`src/rtl/mem_port_arbiter_if.sv`:
```
// -----------------------------------------------------------------------------
// mem_port_arbiter_if
//
// Bundle for the single shared memory port. It carries a req/ready handshake
// with variable latency.
//
// Signals:
//   mem_req    request. Held high until mem_ready is seen.
//   mem_we     write enable. Qualifies mem_req.
//   mem_addr   access address.
//   mem_wdata  store data. Meaningful only when mem_we is high.
//   mem_rdata  read data. Valid in the cycle mem_ready is high.
//   mem_ready  one-cycle completion pulse from the memory.
//
// Modports:
//   master  the arbiter side. It drives the request fields.
//   slave   the memory side. It drives mem_rdata and mem_ready.
// -----------------------------------------------------------------------------
interface mem_port_arbiter_if #(
    parameter int ADDR_W = 32,
    parameter int DATA_W = 32
);
    logic              mem_req;
    logic              mem_we;
    logic [ADDR_W-1:0] mem_addr;
    logic [DATA_W-1:0] mem_wdata;
    logic [DATA_W-1:0] mem_rdata;
    logic              mem_ready;

    modport master (
        output mem_req,
        output mem_we,
        output mem_addr,
        output mem_wdata,
        input  mem_rdata,
        input  mem_ready
    );

    modport slave (
        input  mem_req,
        input  mem_we,
        input  mem_addr,
        input  mem_wdata,
        output mem_rdata,
        output mem_ready
    );
endinterface

```
`src/rtl/mem_port_arbiter.sv`:
```
// -----------------------------------------------------------------------------
// mem_port_arbiter
//
// This block arbitrates and sequences the one shared memory port of the
// five-stage pipeline. It serves two requesters:
//   - instruction fetches from the F stage
//   - data loads and stores from the M stage
//
// Each requester is stalled until its own access has completed. The result is
// then presented for exactly one unstalled cycle, so each pipeline register
// advances once per access.
//
// Optional feature (compile-time macro MEM_ARB_RR_EN):
//   defined    a tie in IDLE goes to the requester opposite the last grant.
//              The first tie after reset goes to instruction.
//   undefined  fixed priority. Data always beats instruction.
//
// Ports:
//   clock       rising-edge clock
//   reset       asynchronous active-low reset
//   IReqF       fetch request
//   PCF         fetch address
//   InstrF      fetched instruction. Valid when IReqF && !IStallF.
//   IStallF     fetch stall (combinational)
//   MemReadM    load request
//   MemWriteM   store request. If both are high, the access is a store.
//   ALUOutM     data address
//   WriteDataM  store data
//   ReadDataM   load data. Valid when MemReadM && !DStallM.
//   DStallM     data stall (combinational)
//   mem         shared memory port (master side). All request fields are
//               registered.
// -----------------------------------------------------------------------------
module mem_port_arbiter #(
    parameter int ADDR_W = 32,
    parameter int DATA_W = 32
) (
    input  logic              clock,
    input  logic              reset,

    input  logic              IReqF,
    input  logic [ADDR_W-1:0] PCF,
    output logic [DATA_W-1:0] InstrF,
    output logic              IStallF,

    input  logic              MemReadM,
    input  logic              MemWriteM,
    input  logic [ADDR_W-1:0] ALUOutM,
    input  logic [DATA_W-1:0] WriteDataM,
    output logic [DATA_W-1:0] ReadDataM,
    output logic              DStallM,

    mem_port_arbiter_if.master mem
);

    typedef enum logic [2:0] {
        IDLE  = 3'd0,
        IBUSY = 3'd1,
        DBUSY = 3'd2,
        IDONE = 3'd3,
        DDONE = 3'd4
    } state_t;

    state_t state_reg;

    // Records which requester received the most recent grant (1 = data).
    // Reset leaves it at "data", so the first round-robin tie goes to the fetch.
    logic   last_grant_data_reg;

    logic   data_req;
    logic   tie_to_data;
    logic   grant_data;
    logic   grant_instr;

    assign data_req = MemReadM | MemWriteM;

`ifdef MEM_ARB_RR_EN
    // A tie alternates: the grant goes to the side that did not win last time.
    assign tie_to_data = ~last_grant_data_reg;
`else
    // Fixed priority: data always wins a tie. The flag is still tracked so
    // that both builds see the same grant history. Its value is ignored here.
    assign tie_to_data = 1'b1 | last_grant_data_reg;
`endif

    // Grants are issued only from IDLE. A DONE state always returns to IDLE
    // first, so the pipeline gets its single unstalled cycle before the next
    // access can begin.
    always_comb begin
        grant_data  = 1'b0;
        grant_instr = 1'b0;
        if (state_reg == IDLE) begin
            if (data_req && IReqF) begin
                grant_data  = tie_to_data;
                grant_instr = ~tie_to_data;
            end else if (data_req) begin
                grant_data  = 1'b1;
            end else if (IReqF) begin
                grant_instr = 1'b1;
            end
        end
    end

    // A stall drops only in the requester's own DONE cycle. The losing
    // requester therefore stays stalled through the winner's access and then
    // through its own access.
    assign IStallF = IReqF    && (state_reg != IDONE);
    assign DStallM = data_req && (state_reg != DDONE);

    always_ff @(posedge clock or negedge reset) begin
        if (!reset) begin
            state_reg           <= IDLE;
            last_grant_data_reg <= 1'b1;
            mem.mem_req         <= 1'b0;
            mem.mem_we          <= 1'b0;
            mem.mem_addr        <= '0;
            mem.mem_wdata       <= '0;
            InstrF              <= '0;
            ReadDataM           <= '0;
        end else begin
            case (state_reg)
                IDLE: begin
                    if (grant_data) begin
                        // MemWriteM alone selects the direction. A load and a
                        // store requested together are therefore a store.
                        mem.mem_req         <= 1'b1;
                        mem.mem_we          <= MemWriteM;
                        mem.mem_addr        <= ALUOutM;
                        mem.mem_wdata       <= WriteDataM;
                        last_grant_data_reg <= 1'b1;
                        state_reg           <= DBUSY;
                    end else if (grant_instr) begin
                        mem.mem_req         <= 1'b1;
                        mem.mem_we          <= 1'b0;
                        mem.mem_addr        <= PCF;
                        last_grant_data_reg <= 1'b0;
                        state_reg           <= IBUSY;
                    end
                end

                IBUSY: begin
                    // Request fields stay frozen until the memory responds.
                    if (mem.mem_ready) begin
                        InstrF      <= mem.mem_rdata;
                        mem.mem_req <= 1'b0;
                        mem.mem_we  <= 1'b0;
                        state_reg   <= IDONE;
                    end
                end

                DBUSY: begin
                    if (mem.mem_ready) begin
                        ReadDataM   <= mem.mem_rdata;
                        mem.mem_req <= 1'b0;
                        mem.mem_we  <= 1'b0;
                        state_reg   <= DDONE;
                    end
                end

                // The DONE states last exactly one cycle. mem_ready is ignored
                // here and in IDLE, so a spurious pulse never captures data.
                IDONE, DDONE: begin
                    state_reg <= IDLE;
                end

                default: begin
                    state_reg <= IDLE;
                end
            endcase
        end
    end

endmodule

```
`src/flat_wrapper.sv`:
```
// flat-port wrapper written by rule: the top's interface ports become plain ports
module mem_port_arbiter_flat 
#(
    parameter int ADDR_W = 32,
    parameter int DATA_W = 32
)
  (clock, reset, IReqF, PCF, InstrF, IStallF, MemReadM, MemWriteM, ALUOutM, WriteDataM, ReadDataM, DStallM, mem_mem_req, mem_mem_we, mem_mem_addr, mem_mem_wdata, mem_mem_rdata, mem_mem_ready);
  mem_port_arbiter_if #(.ADDR_W(ADDR_W), .DATA_W(DATA_W)) mem_i ();
  input  logic clock;
  input  logic reset;
  input  logic IReqF;
  input  logic [ADDR_W-1:0] PCF;
  output logic [DATA_W-1:0] InstrF;
  output logic IStallF;
  input  logic MemReadM;
  input  logic MemWriteM;
  input  logic [ADDR_W-1:0] ALUOutM;
  input  logic [DATA_W-1:0] WriteDataM;
  output logic [DATA_W-1:0] ReadDataM;
  output logic DStallM;
  output wire logic [$bits(mem_i.mem_req)-1:0] mem_mem_req;
  output wire logic [$bits(mem_i.mem_we)-1:0] mem_mem_we;
  output wire logic [$bits(mem_i.mem_addr)-1:0] mem_mem_addr;
  output wire logic [$bits(mem_i.mem_wdata)-1:0] mem_mem_wdata;
  input wire logic [$bits(mem_i.mem_rdata)-1:0] mem_mem_rdata;
  input wire logic [$bits(mem_i.mem_ready)-1:0] mem_mem_ready;
  assign mem_mem_req = mem_i.mem_req;
  assign mem_mem_we = mem_i.mem_we;
  assign mem_mem_addr = mem_i.mem_addr;
  assign mem_mem_wdata = mem_i.mem_wdata;
  assign mem_i.mem_rdata = mem_mem_rdata;
  assign mem_i.mem_ready = mem_mem_ready;
  mem_port_arbiter #(.ADDR_W(ADDR_W), .DATA_W(DATA_W)) u_core (.clock(clock), .reset(reset), .IReqF(IReqF), .PCF(PCF), .InstrF(InstrF), .IStallF(IStallF), .MemReadM(MemReadM), .MemWriteM(MemWriteM), .ALUOutM(ALUOutM), .WriteDataM(WriteDataM), .ReadDataM(ReadDataM), .DStallM(DStallM), .mem(mem_i));
endmodule
```
`config.mk`:
```
export PLATFORM = sky130hd
export DESIGN_NAME = mem_port_arbiter_flat
export DESIGN_NICKNAME = d
export VERILOG_FILES = /design/src/rtl/mem_port_arbiter_if.sv /design/src/rtl/mem_port_arbiter.sv /design/src/flat_wrapper.sv
export SDC_FILE = /design/constraint.sdc
export NUM_CORES = 1
export LEC_CHECK = 0
export CORE_MARGIN = 1.5
export CORE_UTILIZATION = 40
export DETAILED_ROUTE_END_ITERATION = 6
export HOLD_SLACK_MARGIN = 0.06
export PLACE_DENSITY = 0.78
export REMOVE_ABC_BUFFERS = 1
export SLEW_MARGIN = 25
export SYNTH_ARGS = -nofsm -noshare
export SYNTH_HDL_FRONTEND = slang
export SYNTH_SLANG_ARGS = --single-unit
```
`constraint.sdc`:
```
create_clock -name clock -period 2.3 [get_ports clock]
set_input_delay 0.69 -clock clock [delete_from_list [all_inputs] [get_ports clock]]
set_output_delay 0.69 -clock clock [all_outputs]
set_load 0.01 [all_outputs]
```
==> impl_metrics.tcl <==
set metrics [dict create \
    status "finished, final reports clean" \
    drt_iter0_markers 140 \
    die_h_um 118 \
    min-delay-start "u_core.mem.mem_wdata[1]$_DFFE_PN0P_" \
    crit_buf_inv 2 \
    max_freq_ghz 0.442 \
    fin_cells 800 \
    critPathLaunchType "primary input" \
    routedWlPerCell_um 18.4 \
    critPathArrivalTime_ps 1570 \
    reg2reg_depth 4 \
    crit_type "in -> out" \
    synth_mux_area_share_pct 21.3 \
    rows 41 \
    ys_async_sr_fraction_pct 100 \
    drc 0 \
    synth_xor_area_share_pct 0.167 \
    finalHoldViolCount 0 \
    ys_types 26 \
    worstReg2RegStart "u_core.state_reg[0]$_DFFE_PN0P_" \
    cp_cell_sequence "clkdlybuf4s50_1 -> o21a_1 -> dlygate4sd2_1" \
    grt_pass1_vias 4385 \
    synth_seq_area_share_pct 63.4 \
    period_needed_ps 2260 \
    grt_max_degree 90 \
    reg2reg_setup_slack_ps 610 \
    synth_top_family_by_area "multiplexers" \
    synth_area_um2 5250 \
    rsz0062_at_grt "no" \
    fin_setup_tns_ps 0 \
    areaGrowthSynthToFinish_pct 67.2 \
    dp.cells 767 \
    fin_nets 749 \
    final_core_util_pct 69.0 \
    finalSetupViolations 0 \
    clkTransAtPathRegs_ps 60 \
    synth_ff_type "dfrtp_1" \
    maxCapViolations 0 \
    finalMaxSlewViolations 0 \
    finClkSkew_ps 6.15 \
    first_pass_iters 4 \
    coreArea_um2 12700 \
    synthSimpleGateAreaFrac_pct 1.64 \
    netlist_instances 340 \
    htree_levels 4 \
    slew-limit-headroom_pct 64.9 \
    diodes 0 \
    end_kind "output port" \
    routed_wl_mm 14.7 \
    gp_congestion 0.784 \
    critical_path.max_fanout 2 \
    synth-compound-area-share_pct 10.4 \
    tightest_slew_ps 526 \
    start_util_pct 41.3 \
    grt_pass1_wl_mm 23.6 \
    cpPeakStageDelay_ps 490 \
    critical-path-slowest-cell "clkdlybuf4s50_1" \
    antenna_found_initial 0 \
    power_leakage_nw 3.60 \
    max-clock-path-buffers 2 \
    dr_total_vias 4015 \
    dieArea_um2 13800 \
    grt_use_total_pct 21.9 \
    p_per_area_nw_per_um2 1420 \
    cts_inserted_buffers 17 \
    hpwl_mm 10.5 \
    hp-class "reg -> reg" \
    synth-warning-count 0 \
    synth_edf_count 0 \
    holdPathEnd "u_core.mem.mem_wdata[1]$_DFFE_PN0P_" \
    clock_latency_ps 410 \
    cts_tree "yes" \
    cp.required_ps 1610 \
    post-route-period-util_pct 98.3 \
    crit_cells 3 \
    synthAdderAreaFrac_pct 0 \
    die_width_um 118 \
    cts.sinks 133 \
    drive_above_1_share_pct 19.1 \
    io_buffers 265 \
    yosys_register_bits 133 \
    cpLargestDelayFamily "buffers and inverters" \
    syn_avg_cell_area_um2 15.4 \
    root_buffer "clkbuf_16" \
    drtAntennaViolNets 0 \
    ios 266 \
    peakVddDrop_v 0.000810 \
    routed_via_density 5.02 \
    rr_endpoint "u_core.InstrF[15]$_DFFE_PN0P_" \
    grt_overflow 0 \
    hold_depth 1 \
]
[where the power goes]
| part | switching [mW] | internal, mW |
|---|---|---|
| logic | 2.09 | 3.43 |
| clock network | 0.936 | 1.86 |
| registers | 0.622 | 3.52 |
| total | 3.65 | 8.81 |
[per-layer routing]
metal	GRT usage, %	vias to the layer above	wire length, um
li1	-	1827	-
met1	23.7	1978	5620
met2	37.4	182	7450
met3	9.64	28	1240
met4	9.45	0	418
met5	0	-	0
[cells by family after synthesis]
logic type,count (synthesis)
compound gates,74
xor+xnor,1
buf+inv,27
flops,133
mux,96
simple gates,9
[Yosys cell counts (2+ instances only)]
cell type,instances,area share [%]
a21oi_1,3,0.29
mux2_4,10,2.9
mux2_1,30,6.4
a2bb2oi_1,32,5.3
dfrtp_1,133,63
o22ai_1,32,3.8
nor2_1,2,0.14
buf_2,11,1.0
buf_6,6,1.3
o21ai_0,2,0.19
mux2_2,56,12
clkbuf_1,9,0.64
[final cells by class]
| cell class | count | area [um^2] |
|---|---|---|
| Tap cell | 172 | 215 |
| Clock inverter | 10 | 153 |
| Timing Repair Buffer | 282 | 2850 |
| Sequential cell | 133 | 3330 |
| Inverter | 1 | 3.75 |
| Fill cell | 926 | 3940 |
| Clock buffer | 22 | 464 |
| Multi-Input combinational cell | 180 | 1770 |
[placed cells by master, fill, tap and decap left out]
master	instances
clkdlybuf4s50_1	262
dfrtp_1	133
mux2_2	56
o22ai_1	32
a2bb2oi_1	32
mux2_1	30
clkbuf_16	17
buf_4	11
mux2_4	10
buf_12	6
clkinv_2	5
bufinv_16	4
a21oi_1	3
clkbuf_1	3
o21ai_0	2
clkbuf_8	2
nand2_1	1
o21a_1	1
nor2_1	1
nor2_2	1
inv_2	1
nor4b_4	1
nor3_4	1
nor2b_2	1
o31a_1	1
or3b_2	1
a211oi_1	1
and4bb_2	1
xor2_1	1
nand3b_1	1
a21o_1	1
a32o_1	1
clkinvlp_4	1
dlygate4sd3_1	1
buf_2	1
dlygate4sd2_1	1
[worst max path at each step]
stage,start,endpoint,slack [ps]
floorplan,u_core.state_reg[1]$_DFFE_PN0P_,u_core.mem.mem_wdata[0]$_DFFE_PN0P_,-1090
global placement,MemWriteM,DStallM,-300
detailed placement,MemReadM,DStallM,-350
CTS,IReqF,IStallF,40
global route,IReqF,IStallF,9
finish,IReqF,IStallF,40
[metrics by stage]
stage	setup WS (ps)	hold WS (ps)	power (mW)	instance area [um^2]
floorplan	-1090	394	6.43	5090
finish	38.4	483	12.5	8780
global route	8.88	505	13.1	8780
global placement	-301	462	9.57	8160
CTS	35.5	486	12.6	8780
detailed placement	-349	474	9.72	8160
[timing repair]
item,in CTS,in global routing
buffers inserted,0,0
hold buffers,1,0
endpoints found under the hold margin,1,0
gates resized for setup,5,0
endpoints found under the setup margin,2,0
(Power assumes the default switching activity.)
